<file path="src/rtl/alu_seq_if.sv">
// ALU request/response bundle: operands and function code in, status and result out.
// The master issues requests with start. The slave reports busy/done and holds the result.
interface alu_seq_if #(
  parameter int WIDTH = 16
);
  logic             start;
  logic [4:0]       func;
  logic [WIDTH-1:0] a;
  logic [WIDTH-1:0] b;
  logic             carry_in;
  logic             busy;
  logic             done;
  logic [WIDTH-1:0] result;
  logic [3:0]       flags;

  modport master (
    output start, func, a, b, carry_in,
    input  busy, done, result, flags
  );

  modport slave (
    input  start, func, a, b, carry_in,
    output busy, done, result, flags
  );
endinterface

</file>
<file path="src/rtl/alu_seq.sv">
// Multi-cycle ALU: single-cycle ops, bit-serial shifts/rotate, shift-add multiply.
// Latency accept->done: 1 cycle, n+1 for shifts (n>0), WIDTH+1 for multiply.
// No backpressure; start is sampled only in IDLE, and a start while busy is dropped.
module alu_seq #(
  parameter int WIDTH  = 16,
  parameter int SHW    = $clog2(WIDTH),
  parameter int MUL_EN = 1
) (
  input  logic       i_clk,
  input  logic       i_rst,
  alu_seq_if.slave   s_if
);

  localparam int H  = WIDTH / 2;
  localparam int CW = $clog2(WIDTH) + 1;

  localparam logic [4:0] FN_A    = 5'd0;
  localparam logic [4:0] FN_B    = 5'd1;
  localparam logic [4:0] FN_ADD  = 5'd2;
  localparam logic [4:0] FN_ADC  = 5'd3;
  localparam logic [4:0] FN_SUB  = 5'd4;
  localparam logic [4:0] FN_SUC  = 5'd5;
  localparam logic [4:0] FN_NEG  = 5'd6;
  localparam logic [4:0] FN_AND  = 5'd7;
  localparam logic [4:0] FN_OR   = 5'd8;
  localparam logic [4:0] FN_XOR  = 5'd9;
  localparam logic [4:0] FN_NOT  = 5'd10;
  localparam logic [4:0] FN_NAND = 5'd11;
  localparam logic [4:0] FN_NOR  = 5'd12;
  localparam logic [4:0] FN_LSL  = 5'd13;
  localparam logic [4:0] FN_LSR  = 5'd14;
  localparam logic [4:0] FN_ASR  = 5'd15;
  localparam logic [4:0] FN_LUI  = 5'd16;
  localparam logic [4:0] FN_LLI  = 5'd17;
  localparam logic [4:0] FN_MUL  = 5'd18;
  localparam logic [4:0] FN_ROR  = 5'd19;

  localparam logic [CW-1:0] CNT_ONE   = CW'(1);
  localparam logic [CW-1:0] CNT_WIDTH = CW'(WIDTH);

  typedef enum logic [1:0] {S_IDLE, S_ITER, S_DONE} state_t;

  state_t             r_state;
  logic               r_busy;
  logic               r_done;
  logic [WIDTH-1:0]   r_result;
  logic [3:0]         r_flags;
  logic [4:0]         r_func;
  logic [WIDTH-1:0]   r_a;       // multiplicand for MUL
  logic [2*WIDTH-1:0] r_work;    // MUL: {partial hi, multiplier/low}; shifts use low half
  logic [CW-1:0]      r_cnt;

  assign s_if.busy   = r_busy;
  assign s_if.done   = r_done;
  assign s_if.result = r_result;
  assign s_if.flags  = r_flags;

  // Accept-path decode and single-cycle datapath, computed straight from the live inputs
  logic [SHW-1:0]   w_n;
  logic             w_is_shift;
  logic             w_is_mul;
  logic             w_go_iter;
  logic [WIDTH-1:0] w_x;
  logic [WIDTH-1:0] w_y;
  logic             w_ci;
  logic [WIDTH:0]   w_sum;
  logic [WIDTH-1:0] w_res;
  logic             w_c;
  logic             w_v;
  logic             w_keep;
  logic [3:0]       w_flags;

  // Decode the request and produce the one-cycle result and next flags
  always_comb begin
    w_n        = s_if.b[SHW-1:0];
    w_is_shift = (s_if.func == FN_LSL) || (s_if.func == FN_LSR) ||
                 (s_if.func == FN_ASR) || (s_if.func == FN_ROR);
    w_is_mul   = (s_if.func == FN_MUL) && (MUL_EN != 0);
    w_go_iter  = (w_is_shift && (w_n != '0)) || w_is_mul;

    // Every add/subtract variant maps onto x + y + ci
    w_x  = s_if.a;
    w_y  = s_if.b;
    w_ci = 1'b0;
    case (s_if.func)
      FN_ADC: w_ci = s_if.carry_in;
      FN_SUB: begin w_y = ~s_if.b; w_ci = 1'b1; end
      FN_SUC: begin w_y = ~s_if.b; w_ci = s_if.carry_in; end
      FN_NEG: begin w_x = '0; w_y = ~s_if.a; w_ci = 1'b1; end
      default: ;
    endcase
    w_sum = {1'b0, w_x} + {1'b0, w_y} + {{WIDTH{1'b0}}, w_ci};

    w_res  = s_if.a;
    w_c    = 1'b0;
    w_v    = 1'b0;
    w_keep = 1'b0;
    case (s_if.func)
      FN_A:    w_res = s_if.a;
      FN_B:    w_res = s_if.b;
      FN_ADD, FN_ADC, FN_SUB, FN_SUC, FN_NEG: begin
        w_res = w_sum[WIDTH-1:0];
        w_c   = w_sum[WIDTH];
        w_v   = (w_x[WIDTH-1] == w_y[WIDTH-1]) && (w_sum[WIDTH-1] != w_x[WIDTH-1]);
      end
      FN_AND:  w_res = s_if.a & s_if.b;
      FN_OR:   w_res = s_if.a | s_if.b;
      FN_XOR:  w_res = s_if.a ^ s_if.b;
      FN_NOT:  w_res = ~s_if.a;
      FN_NAND: w_res = ~(s_if.a & s_if.b);
      FN_NOR:  w_res = ~(s_if.a | s_if.b);
      // Only reached here with n=0: value passes through, C=0
      FN_LSL, FN_LSR, FN_ASR, FN_ROR: w_res = s_if.a;
      FN_LUI: begin w_res = {s_if.b[H-1:0], s_if.a[H-1:0]};     w_keep = 1'b1; end
      FN_LLI: begin w_res = {s_if.a[WIDTH-1:H], s_if.b[H-1:0]}; w_keep = 1'b1; end
      // Illegal codes (and MUL when disabled): pass A, flags untouched
      default: begin w_res = s_if.a; w_keep = 1'b1; end
    endcase
    w_flags = w_keep ? r_flags : {w_res[WIDTH-1], w_v, w_c, (w_res == '0)};
  end

  // One iteration step of the latched operation
  logic [WIDTH-1:0]   w_shv;
  logic [WIDTH-1:0]   w_sh_nx;
  logic               w_sh_out;
  logic [WIDTH:0]     w_mul_sum;
  logic [2*WIDTH-1:0] w_mul_nx;
  logic               w_it_mul;
  logic [2*WIDTH-1:0] w_step;
  logic [WIDTH-1:0]   w_it_res;
  logic               w_it_c;
  logic [3:0]         w_it_flags;

  // Advance shift by one bit or multiply by one partial product
  always_comb begin
    w_shv    = r_work[WIDTH-1:0];
    w_sh_nx  = w_shv;
    w_sh_out = 1'b0;
    case (r_func)
      FN_LSL: begin w_sh_nx = {w_shv[WIDTH-2:0], 1'b0};        w_sh_out = w_shv[WIDTH-1]; end
      FN_LSR: begin w_sh_nx = {1'b0, w_shv[WIDTH-1:1]};        w_sh_out = w_shv[0]; end
      FN_ASR: begin w_sh_nx = {w_shv[WIDTH-1], w_shv[WIDTH-1:1]}; w_sh_out = w_shv[0]; end
      FN_ROR: begin w_sh_nx = {w_shv[0], w_shv[WIDTH-1:1]};    w_sh_out = w_shv[0]; end
      default: ;
    endcase

    w_mul_sum = {1'b0, r_work[2*WIDTH-1:WIDTH]} + (r_work[0] ? {1'b0, r_a} : '0);
    w_mul_nx  = {w_mul_sum, r_work[WIDTH-1:1]};

    w_it_mul = (r_func == FN_MUL);
    if (w_it_mul) begin
      w_step   = w_mul_nx;
      w_it_res = w_mul_nx[WIDTH-1:0];
      w_it_c   = (w_mul_nx[2*WIDTH-1:WIDTH] != '0);
    end else begin
      w_step   = {r_work[2*WIDTH-1:WIDTH], w_sh_nx};
      w_it_res = w_sh_nx;
      w_it_c   = w_sh_out;
    end
    // MUL reports high-half overflow on both C and V; shifts clear V
    w_it_flags = {w_it_res[WIDTH-1], (w_it_mul & w_it_c), w_it_c, (w_it_res == '0)};
  end

  // Control FSM with registered status, result and flags
  always_ff @(posedge i_clk or posedge i_rst) begin
    if (i_rst) begin
      r_state  <= S_IDLE;
      r_busy   <= 1'b0;
      r_done   <= 1'b0;
      r_result <= '0;
      r_flags  <= '0;
      r_func   <= '0;
      r_a      <= '0;
      r_work   <= '0;
      r_cnt    <= '0;
    end else begin
      case (r_state)
        S_IDLE: begin
          r_done <= 1'b0;
          if (s_if.start) begin
            r_busy <= 1'b1;
            r_func <= s_if.func;
            r_a    <= s_if.a;
            if (w_go_iter) begin
              r_state <= S_ITER;
              r_work  <= w_is_mul ? {{WIDTH{1'b0}}, s_if.b} : {{WIDTH{1'b0}}, s_if.a};
              r_cnt   <= w_is_mul ? CNT_WIDTH : {{(CW-SHW){1'b0}}, w_n};
            end else begin
              r_state  <= S_DONE;
              r_done   <= 1'b1;
              r_result <= w_res;
              r_flags  <= w_flags;
            end
          end
        end
        S_ITER: begin
          r_work <= w_step;
          r_cnt  <= r_cnt - CNT_ONE;
          if (r_cnt == CNT_ONE) begin
            r_state  <= S_DONE;
            r_done   <= 1'b1;
            r_result <= w_it_res;
            r_flags  <= w_it_flags;
          end
        end
        S_DONE: begin
          r_state <= S_IDLE;
          r_done  <= 1'b0;
          r_busy  <= 1'b0;
        end
        default: begin
          r_state <= S_IDLE;
          r_done  <= 1'b0;
          r_busy  <= 1'b0;
        end
      endcase
    end
  end

endmodule

</file>
<file path="src/flat_wrapper.sv">
// flat-port wrapper written by rule: the top's interface ports become plain ports
module alu_seq_flat 
#(
  parameter int WIDTH  = 16,
  parameter int SHW    = $clog2(WIDTH),
  parameter int MUL_EN = 1
)
  (i_clk, i_rst, s_if_start, s_if_func, s_if_a, s_if_b, s_if_carry_in, s_if_busy, s_if_done, s_if_result, s_if_flags);
  alu_seq_if #(.WIDTH(WIDTH)) s_if_i ();
  input  logic i_clk;
  input  logic i_rst;
  input wire logic [$bits(s_if_i.start)-1:0] s_if_start;
  input wire logic [$bits(s_if_i.func)-1:0] s_if_func;
  input wire logic [$bits(s_if_i.a)-1:0] s_if_a;
  input wire logic [$bits(s_if_i.b)-1:0] s_if_b;
  input wire logic [$bits(s_if_i.carry_in)-1:0] s_if_carry_in;
  output wire logic [$bits(s_if_i.busy)-1:0] s_if_busy;
  output wire logic [$bits(s_if_i.done)-1:0] s_if_done;
  output wire logic [$bits(s_if_i.result)-1:0] s_if_result;
  output wire logic [$bits(s_if_i.flags)-1:0] s_if_flags;
  assign s_if_i.start = s_if_start;
  assign s_if_i.func = s_if_func;
  assign s_if_i.a = s_if_a;
  assign s_if_i.b = s_if_b;
  assign s_if_i.carry_in = s_if_carry_in;
  assign s_if_busy = s_if_i.busy;
  assign s_if_done = s_if_i.done;
  assign s_if_result = s_if_i.result;
  assign s_if_flags = s_if_i.flags;
  alu_seq #(.WIDTH(WIDTH), .SHW(SHW), .MUL_EN(MUL_EN)) u_core (.i_clk(i_clk), .i_rst(i_rst), .s_if(s_if_i));
endmodule
</file>
<file path="config.mk">
export PLATFORM = sky130hd
export DESIGN_NAME = alu_seq_flat
export DESIGN_NICKNAME = d
export VERILOG_FILES = /design/src/rtl/alu_seq_if.sv /design/src/rtl/alu_seq.sv /design/src/flat_wrapper.sv
export SDC_FILE = /design/constraint.sdc
export NUM_CORES = 1
export LEC_CHECK = 0
export BUFFER_PORTS_ARGS = -buffer_cell sky130_fd_sc_hd__buf_2
export CORE_UTILIZATION = 30
export DETAILED_ROUTE_END_ITERATION = 10
export HOLD_SLACK_MARGIN = 0.1
export PLACE_DENSITY = 0.54
export RECOVER_POWER = 25
export SETUP_SLACK_MARGIN = 0.02
export SYNTH_ARGS = -nofsm -noshare
export SYNTH_HDL_FRONTEND = slang
export SYNTH_SLANG_ARGS = --single-unit
</file>
<file path="constraint.sdc">
create_clock -name i_clk -period 5.1 [get_ports i_clk]
set_input_delay 0.765 -clock i_clk [delete_from_list [all_inputs] [get_ports i_clk]]
set_output_delay 0.765 -clock i_clk [all_outputs]
set_load 0.005 [all_outputs]
</file>
==> metrics.md, run 1 <==
| Metric | Value |
|---|---|
| Tightest Hold Check Type | reg2reg |
| Startpoint Class | input port |
| RSZ-0062 raised after global routing | false |
| Slew Limit Fails | 41 |
| Stages on worst setup path | 17 |
| FP Rows | 59 |
| WL per Instance | 20.7 um |
| Synth Warn # | 0 |
| Crit-path max FO | 11 |
| Synthesis-to-finish area growth | 12.3% |
| Die Ht | 167 um |
| First-pass GRT wire length | 46300 um |
| Die area | 0.0278 sq mm |
| Fin nets | 1219 |
| Gr ovfl total | 0 |
| Post-synthesis sequential area ratio | 0.252 |
| Asr flop ratio synth | 1.00 |
| Hold depth | 2 |
| GRT Util Overall | 0.215 |
| Commonest non-fill, non-tap cell in the layout | nand2_1 |
| Post-DP HPWL | 22500 um |
| Main synth FF type | dfrtp_1 |
| Static leakage | 4.14 nW |
| Syn Area/Cell | 7.62 sq um |
| I/O pins | 63 |
| Max-Cap Viols | 1 |
| Unique masters post-synth | 77 |
| Vias in the first global route | 7963 |
| Synthesized area | 0.00815 sq mm |
| DRC violation count after routing | 1 |
| CTS buffer count | 9 |
| Hold Worst Slack | 0.475 ns |
| Layout Skew | 0.0121 ns |
| Commonest non-fill, non-tap cells in the layout | nand2_1, o21ai_0, a21oi_1 |
| Final core utilization | 0.347 |
| Synthesized instance count | 1069 |
| Slew HR | -0.0945 |
| FMAX | 0.217 GHz |
| Clk Latency, worst-skew pair | 0.35 ns |
| Setup TNS | 0 ns |
| Maximum clock path buffer count | 2 |
| Routed vias | 8495 |
| Total wire length | 30000 um |
| Critical path required time | 5.34 ns |
| Failing checks | DRC, capacitance limit, slew limit |
| Power Dens Cells | 394 mW/mm^2 |
| Status | complete, but fails checks |
| Slowest cell on crit path | fa_1 |
| Final ANT Viol Nets | 0 |
| Crit path time final | 4.60 ns |
| FF+latch count, synth | 82 |
| Largest delay contributor family on the critical path | compound AO/OA/AOI/OAI gates |
| H-Tree Depth | 3 |
| Period utilization | 0.903 |
| Pwr Total | 3.60 mW |
| Placeable Area | 0.0264 sq mm |
| Initial antenna violation count | 0 |
| Syn Nets | 1178 |
| Number of port buffers | 62 |
| Reg clk slew, reported paths | 0.07 ns |
| First-iteration detailed-routing DRC count | 777 |
| Fin. Hold Viols | 0 |
| Chip width | 167 um |
| CP Class | in2reg |
| EDFF count, synth | 0 |
| Clock root buffer | clkbuf_16 |
| Largest net degree at the start of global routing | 56 |
| DP Area | 0.00888 sq mm |
| Hold-fix buffers, CTS | 0 |
| Antenna diodes | 0 |
| Worst EP arrival | 4.84 ns |
| Worst Max-Slew Pin Slew | 1.64 ns |
| Initial core utilization | 0.309 |
| Via/cell ratio | 5.86 |
| Final setup viols | 0 |
| Post-cts resize count | 0 |
| CTS tree | built |
| Detailed Routing Iterations Pass 1 | 9 |
| CTS Sinks | 82 |
| CP endpoint kind | flop |
| Layout cells sized above 1 | 0.122 |
| Post-route cell area | 0.00915 sq mm |
| Slowest stage delay, CP | 0.53 ns |
| CP bufs+invs | 3 |
| Critical Path, Cell by Cell | buf_2, buf_4, nor2b_1, nand2_1, o221ai_1, fa_1, fa_1, a211oi_1, o21ai_0, a2111oi_0, buf_4, or2_2, o21ai_0, or3b_2, a31oi_1, a2111o_1, nand2_1 |
| VDD IR max | 0.000192 V |
| Postcts setup bufs | 0 |
| Placer Congestion | 0.973 |
| R2R cell count | 12 |
routing by layer:
metal	vias up	GRT usage	part of all wire
met5	-	0	0
met4	0	0.0862	0.036
met3	62	0.0375	0.076
met2	375	0.331	0.43
met1	4035	0.296	0.45
li1	4023	-	-
power by group:
group | internal [mW] | switching, mW
sequential | 0.921 | 0.244
clock | 0.331 | 0.292
combinational | 0.707 | 1.11
state kept, by name (all words and copies together) (netlist names):
register,cells
u_core.r_state,2
u_core.s_if.done,1
u_core.s_if.busy,1
u_core.r_func,5
u_core.r_cnt,5
u_core.r_a,16
u_core.s_if.result,16
u_core.r_work,32
u_core.s_if.flags,4
synth_stat cells (6+ instances only):
library cell    n  share of area
a2111oi_0       7         0.0075
a211oi_1       18          0.017
a21o_1         13          0.012
a21oi_1        84          0.052
a221oi_1        8         0.0086
a222oi_1        6         0.0074
a22o_1         23          0.025
a22oi_1         9         0.0083
a31oi_1         8         0.0061
a32oi_1         6         0.0064
and2_1         23          0.018
and3_1         10         0.0077
buf_2           7         0.0043
clkbuf_1       55          0.025
dfrtp_1        82           0.25
ha_1           65           0.10
inv_1          57          0.026
nand2_1       154          0.071
nand2b_1       12         0.0092
nand3_1        18          0.011
nand4_1         8         0.0061
nor2_1         82          0.038
nor3_1         13         0.0080
nor3b_1        10         0.0092
nor4_1         11         0.0084
nor4b_1         6         0.0064
o211ai_1       17          0.016
o21a_1         10         0.0092
o21ai_0        90          0.055
o221ai_1       18          0.019
o22ai_1        10         0.0077
or2_2           8         0.0061
xnor2_1        15          0.016
xor2_1         11          0.012
worst register-to-register path: cells and delay by family (launching register included):
kind,cells,cell delay [ns]
AOI/OAI and AO/OA,6,1.33
adders and majority gates,2,0.69
DFF,1,0.47
muxes,1,0.25
and+or+nand+nor,3,1.06
final cells by class:
| class | count | area, sq um |
|---|---|---|
| inverters | 58 | 219 |
| multi-input cells | 862 | 5620 |
| repair buffers | 97 | 569 |
| clock inverters | 6 | 43.8 |
| fillers | 2795 | 17200 |
| clock buffers | 10 | 229 |
| flip-flops and latches | 82 | 2050 |
| well taps | 335 | 419 |
per-stage QoR:
step,cells,worst slack (ns)
after detailed placement,1434,0.215
after global placement,1434,0.318
after floorplan,1069,0.0525
after global routing,1450,0.228
after CTS,1450,0.546
final,1450,0.497
final timing paths:
kind	start	end	slack (ns)
worst max-delay path	s_if_func[2]	u_core.s_if.flags[0]	0.50
worst max register to register	u_core.r_work[0]	u_core.s_if.flags[2]	1.17
worst min-delay path	u_core.r_a[1]	u_core.r_a[1]	0.47
min in group asynchronous	i_rst	u_core.r_work[27]	0.71
max in group asynchronous	i_rst	u_core.s_if.result[2]	3.08
worst min register to register	u_core.r_a[1]	u_core.r_a[1]	0.47
cell families (layout without fill, tap and decap cells):
logic type | count (synthesis) | after routing | share of synthesized area
muxes | 9 | 9 | 0.0117
AOI/OAI and AO/OA | 372 | 372 | 0.311
adders and majority gates | 68 | 68 | 0.107
xor gates and xnor gates | 26 | 26 | 0.0279
and+or+nand+nor | 387 | 387 | 0.232
buffers and inverters | 125 | 171 | 0.0587
DFF | 82 | 82 | 0.252
(Power assumes the default switching activity.)
==> inputs of run 2 (changes only) <==
CELL_PAD_IN_SITES_DETAIL_PLACEMENT = 2   (was default)
CELL_PAD_IN_SITES_GLOBAL_PLACEMENT = 2   (was default)
CORE_MARGIN = 4   (was default)
PLACE_DENSITY = 0.77   (was 0.54)
==> run 2 against run 1 <==
  * Cell count increased by 0.83%
  * Critical endpoint unchanged
  * Register-to-register slack worse by 0.26 ns
  * Highest routed layer is now met5
  * Clock power rose by 19%
  * Total power up 7.3%
  * Largest power group unchanged
  * Non-clock buffer count increased by 6
  * Design area rose by 1.2%
  * Critical path depth rose by 1
  * The flow finishes with violations (capacitance limit, slew limit)
==> metrics.md, run 2 (same netlist as run 1, synthesis figures left out) <==
| Metric | Value |
|---|---|
| Final Non-Filler Cells | 1462 (+0.83%) |
| Synthesis-to-finish area growth | 13.7% |
| Final core utilization | 0.346 (-0.00163) |
| Die Ht | 173 um (+3.6%) |
| Commonest non-fill, non-tap cells in the layout | nand2_1, o21ai_0, a21oi_1 |
| Tightest Hold Check Type | reg2reg |
| Initial core utilization | 0.304 (-0.00515) |
| Initial antenna violation count | 1 (+1) |
| Fill cells | 3152 (+13%) |
| Power Dens Cells | 418 mW/mm^2 (+6.0%) |
| Die area | 0.0299 sq mm (+7.3%) |
| Clock root buffer | clkbuf_16 |
| Post-route cell area | 0.00926 sq mm (+1.2%) |
| Critical path required time | 5.33 ns (about the same) |
| RSZ-0062 raised after global routing | false |
| Failing checks | capacitance limit, slew limit |
| CTS tree | built |
| Static leakage | 4.19 nW (+1.4%) |
| Slowest cell on crit path | fa_1 |
| Hold-fix buffers, CTS | 0 (unchanged) |
| Placer Congestion | 0.910 (-6.5%) |
| First-iteration detailed-routing DRC count | 675 (-13%) |
| Post-DP HPWL | 27200 um (+21%) |
| Max reg flops | 32 (unchanged) |
| Layout cells sized above 1 | 0.128 (+0.00559) |
| CTS Sinks | 82 (unchanged) |
| Fin. Hold Viols | 0 (unchanged) |
| Max-Cap Viols | 1 (unchanged) |
| Status | complete, but fails checks |
| Cell total after placement | 1446 (+0.84%) |
| CTS buffer count | 9 (unchanged) |
| Largest net degree at the start of global routing | 51 (-8.9%) |
| Slowest stage delay, CP | 0.52 ns (about the same) |
| Period utilization | 0.896 (-0.00624) |
| Most frequent cell on the critical path | o21ai_0 |
| Final setup viols | 0 (unchanged) |
| CP endpoint kind | flop |
| VDD IR max | 0.000156 V (-19%) |
| Startpoint Class | input port |
| Hold_sp | u_core.r_a[1] |
| Critical Path, Cell by Cell | buf_2, nor2b_1, nand2_1, o21ai_0, a2bb2oi_1, nor3_1, fa_1, fa_1, a211oi_1, o21ai_0, a2111oi_0, buf_4, or2_2, o21ai_0, or3b_2, a31oi_1, a2111o_1, nand2_1 |
| Crit-path max FO | 6 (-5) |
| Chip width | 173 um (+3.6%) |
| CP Class | in2reg |
| Worst EP arrival | 4.80 ns (-0.04 ns) |
| Setup TNS | 0 ns (unchanged) |
| DRC violation count after routing | 0 (-1) |
| Fin nets | 1225 (+0.49%) |
| Biggest register | u_core.r_work |
| Worst Max-Slew Pin Slew | 2.39 ns (+0.747 ns) |
| Commonest non-fill, non-tap cell in the layout | nand2_1 |
| Crit. Startpoint | s_if_func[1] |
| Slew HR | -0.601 (-0.507) |
| Clk Latency, worst-skew pair | 0.35 ns (about the same) |
| Total wire length | 35800 um (+19%) |
| H-Tree Depth | 3 (unchanged) |
| I/O pins | 63 (unchanged) |
| Maximum clock path buffer count | 2 (unchanged) |
| FP Rows | 60 (+1.7%) |
| WL per Instance | 24.5 um (+18%) |
| Final ANT Viol Nets | 0 (unchanged) |
| Layout Skew | 0.00903 ns (-0.00311 ns) |
| Via/cell ratio | 6.05 (+3.3%) |
| Placeable Area | 0.0268 sq mm (+1.7%) |
| DP Area | 0.00894 sq mm (+0.59%) |
| Routed vias | 8848 (+4.2%) |
| Post-cts resize count | 0 (unchanged) |
| FMAX | 0.219 GHz (+0.70%) |
| Number of port buffers | 62 (unchanged) |
| Detailed Routing Iterations Pass 1 | 5 (-4) |
| Slew Limit Fails | 51 (+24%) |
| Antenna diodes | 0 (unchanged) |
| RR Startpoint | u_core.r_work[0] |
| Vias in the first global route | 9288 (+17%) |
| First-pass GRT wire length | 55200 um (+19%) |
| Crit path time final | 4.57 ns (-0.0318 ns) |
| Postcts setup bufs | 0 (unchanged) |
| GRT Util Overall | 0.233 (+0.0178) |
| Reg clk slew, reported paths | 0.07 ns (about the same) |
| Gr ovfl total | 0 (unchanged) |
==> run 2: cell count changes in the layout (fill, tap and decap cells not counted) <==
| cell | before | now |
|---|---|---|
| clkbuf_8 | 0 | 1 |
| clkinv_2 | 2 | 0 |
| clkinv_4 | 3 | 1 |
| buf_4 | 34 | 41 |
| clkbuf_1 | 2 | 1 |
| bufinv_16 | 0 | 2 |
| inv_6 | 0 | 1 |
==> run 2: final timing paths <==
path | to | depth (start not counted) | slack [ns]
max | u_core.s_if.flags[0] | 18 | 0.53
min | u_core.r_a[1] | 2 | 0.48
max reg2reg | u_core.s_if.flags[2] | 12 | 0.91
min reg2reg | u_core.r_a[1] | 2 | 0.48
max in group asynchronous | u_core.s_if.result[13] | 3 | 2.73
min in group asynchronous | u_core.r_a[10] | 2 | 1.06
==> run 2: per-stage QoR <==
| step | power [mW] | hold WS, ns | worst slack (ns) |
|---|---|---|---|
| finish | 3.87 | 0.480 | 0.529 |
| global route | 4.18 | 0.520 | 0.188 |
| CTS | 3.89 | 0.487 | 0.550 |
| detailed placement | 3.10 | 0.471 | 0.194 |
| global placement | 3.01 | 0.456 | 0.242 |
| floorplan | 2.36 | 0.442 | 0.0525 |
==> run 2: layout make-up <==
type	count	area [sq um]	area share
multi-input combinational	862	5620	0.607
sequential	82	2050	0.222
timing repair buffer	103	618	0.0667
tap	341	427	0.0461
clock buffer	11	243	0.0262
inverter	58	219	0.0236
clock inverter	5	85.1	0.00918
==> run 2: where the power goes <==
part	internal (mW)	leakage [nW]	total, mW	switching, mW
clock	0.446	0.156	0.739	0.293
combinational	0.718	3.02	1.93	1.21
sequential	0.921	1.02	1.20	0.279
total	2.08	4.19	3.87	1.78
==> run 2: routing by layer <==
metal / track usage / wire length, um
met1: 0.303 / 15800
met2: 0.401 / 17400
met3: 0.0269 / 1420
met4: 0.0791 / 1140
met5: 0 / 13
==> run 2: critical path, delay by kind of cell <==
family | cells | cell delay, ns
AOI/OAI and AO/OA | 8 | 1.74
adders and majority gates | 2 | 1.03
and+or+nand+nor | 6 | 0.94
buffers and inverters | 2 | 0.32
==> inputs of run 3 (changes only) <==
CORE_MARGIN = 2   (was 4)
CORE_UTILIZATION = 29   (was 30)
CTS_BUF_LIST = sky130_fd_sc_hd__clkbuf_8   (was default)
PLACE_DENSITY = 0.75   (was 0.77)
==> run 3 against run 2 <==
  * The flow still finishes with violations (capacitance limit, slew limit)
  * Clock-buffer cell count down 2
  * Design area down 1.3%
  * Maximum frequency down 0.93%
  * Non-clock buffer count down 2
  * Register-to-register slack better by 0.22 ns
  * Via count down 0.40%
  * Die area down 1.4%
  * Flip-flop and latch count unchanged
  * Wire length up 0.60%
  * Critical endpoint unchanged
  * Largest cell class unchanged
==> metrics.md, run 3 (same netlist as run 1, synthesis figures left out) <==
| Metric | Value |
|---|---|
| Layout cells sized above 1 | 0.126 (-0.00156) |
| Tightest Hold Check Type | reg2reg |
| Final setup viols | 0 (unchanged) |
| Status | complete, but fails checks |
| Worst EP arrival | 4.90 ns (+0.10 ns) |
| CP bufs+invs | 2 (unchanged) |
| Reg clk slew, reported paths | 0.11 ns (+0.04 ns) |
| Fin. Hold Viols | 0 (unchanged) |
| Hold-fix buffers, CTS | 0 (unchanged) |
| Placeable Area | 0.0277 sq mm (+3.4%) |
| Commonest non-fill, non-tap cell in the layout | nand2_1 |
| Setup ws final | 0.486 ns (-0.0429 ns) |
| WL per Instance | 24.1 um (-1.7%) |
| Number of port buffers | 62 (unchanged) |
| First-iteration detailed-routing DRC count | 576 (-15%) |
| Most frequent cell on the critical path | o21ai_0 |
| I/O pins | 63 (unchanged) |
| Largest delay contributor family on the critical path | compound AO/OA/AOI/OAI gates |
| Pwr Total | 3.61 mW (-6.6%) |
| Startpoint Class | input port |
| Commonest non-fill, non-tap cells in the layout | nand2_1, o21ai_0, a21oi_1 |
| GRT Util Overall | 0.248 (+0.0159) |
| Synthesis-to-finish area growth | 12.3% |
| CP Class | in2reg |
| Setup TNS | 0 ns (unchanged) |
| FP Rows | 61 (+1.7%) |
| Worst Max-Slew Pin Slew | 2.57 ns (+0.184 ns) |
| Max reg flops | 32 (unchanged) |
| Placer Congestion | 0.904 (-0.58%) |
| Post-DP HPWL | 27200 um (+0.13%) |
| Slew HR | -0.725 (-0.124) |
| CP endpoint kind | flop |
| DP Area | 0.00897 sq mm (+0.35%) |
| Die Ht | 172 um (-0.68%) |
| Detailed Routing Iterations Pass 1 | 6 (+1) |
| DRC violation count after routing | 0 (unchanged) |
| CTS tree | built |
| RSZ-0062 raised after global routing | false |
| Fill cells | 3277 (+4.0%) |
| Clock root buffer | clkbuf_8 |
| Fin nets | 1223 (-0.16%) |
| Post-cts resize count | 0 (unchanged) |
| CTS Sinks | 82 (unchanged) |
| Failing checks | capacitance limit, slew limit |
| Via/cell ratio | 5.89 (-2.7%) |
| Critical Path, Cell by Cell | buf_2, nor2b_1, nand2_1, o21ai_0, a2bb2oi_1, nor3_1, fa_1, fa_1, a211oi_1, o21ai_0, a2111oi_0, buf_4, or2_2, o21ai_0, or3b_2, a31oi_1, a2111o_1, nand2_1 |
| Total wire length | 36000 um (+0.60%) |
| Biggest register | u_core.r_work |
| Initial core utilization | 0.294 (-0.00993) |
| CTS buffer count | 9 (unchanged) |
| Crit path time final | 4.61 ns (+0.0429 ns) |
| Maximum clock path buffer count | 2 (unchanged) |
| Critical path required time | 5.39 ns (+0.06 ns) |
| FMAX | 0.217 GHz (-0.93%) |
| Slowest cell on crit path | fa_1 |
| First-pass GRT wire length | 55800 um (+1.1%) |
| Slowest stage delay, CP | 0.54 ns (+0.02 ns) |
| Gr ovfl total | 0 (unchanged) |
| Die area | 0.0295 sq mm (-1.4%) |
| Largest net degree at the start of global routing | 54 (+5.9%) |
| Routed vias | 8813 (-0.40%) |
| Postcts setup bufs | 0 (unchanged) |
| Slew Limit Fails | 54 (+5.9%) |
| Static leakage | 4.11 nW (-1.9%) |
| Layout Skew | 0.0103 ns (+0.00124 ns) |
| Vias in the first global route | 9243 (-0.48%) |
| Initial antenna violation count | 1 (unchanged) |
| Clk Latency, worst-skew pair | 0.40 ns (+0.05 ns) |
| Antenna diodes | 0 (unchanged) |
| Final ANT Viol Nets | 0 (unchanged) |
| Final core utilization | 0.330 (-0.0155) |
| Max-Cap Viols | 1 (unchanged) |
| Pre-CTS setup slack | 0.139 ns (-0.0542 ns) |
| H-Tree Depth | 3 (unchanged) |
| VDD IR max | 0.000178 V (+15%) |
| Post-route cell area | 0.00915 sq mm (-1.3%) |
| Chip width | 172 um (-0.68%) |
| Power Dens Cells | 395 mW/mm^2 (-5.4%) |
| Period utilization | 0.905 (+0.00841) |
| Crit-path max FO | 6 (unchanged) |
[run 3: cell count changes in the layout (fill, tap and decap cells not counted), sizes merged]
| cell | change |
|---|---|
| clkbuf | -2 |
| clkinvlp | +2 |
| inv | +2 |
| buf | -2 |
| bufinv | -2 |
[run 3: report_power, final]
| group | switching (mW) | internal (mW) | leakage, nW |
|---|---|---|---|
| sequential | 0.271 | 0.919 | 1.02 |
| combinational | 1.22 | 0.718 | 3.01 |
| clock | 0.302 | 0.181 | 0.0852 |
| total | 1.80 | 1.82 | 4.11 |
[run 3: cell type report]
class                   count  area [sq um]  area share
flip-flops and latches     82          2050       0.224
clock buffers               9           124      0.0135
inverters                  58           219      0.0239
repair buffers            101           603      0.0659
well taps                 378           473      0.0517
multi-input cells         862          5620       0.615
clock inverters             7          55.1     0.00602
[run 3: per-stage QoR]
stage,hold slack [ns],std cells
6_report,0.487,1497
5_1_grt,0.524,1497
4_1_cts,0.495,1497
3_5_place_dp,0.472,1481
3_3_place_gp,0.455,1481
2_1_floorplan,0.442,1069
[run 3: path summary, 6_finish.rpt]
check	start	endpoint	slack (ns)	cells past startpoint
worst max-delay path	s_if_func[1]	u_core.s_if.flags[0]	0.49	18
worst min register to register	u_core.r_a[7]	u_core.r_a[7]	0.49	2
max in group asynchronous	i_rst	u_core.s_if.flags[3]	2.68	3
worst min-delay path	u_core.r_a[7]	u_core.r_a[7]	0.49	2
worst max register to register	u_core.r_work[0]	u_core.s_if.flags[2]	1.13	12
min in group asynchronous	i_rst	u_core.s_if.busy	1.05	2
[run 3: layer usage]
metal,wire (um),share of wire,vias to the layer above,global-route usage
li1,-,-,4026,-
met1,16100,0.45,4479,0.329
met2,16800,0.47,244,0.408
met3,1720,0.048,64,0.0347
met4,1390,0.039,0,0.0973
met5,0,0,-,0
[run 3: worst register-to-register path: cells and delay by family, from the launching register on]
| family | cells | cell delay (ns) |
|---|---|---|
| AOI/OAI and AO/OA | 6 | 1.35 |
| adders and majority gates | 2 | 0.70 |
| DFF | 1 | 0.49 |
| muxes | 1 | 0.25 |
| and+or+nand+nor | 3 | 1.08 |
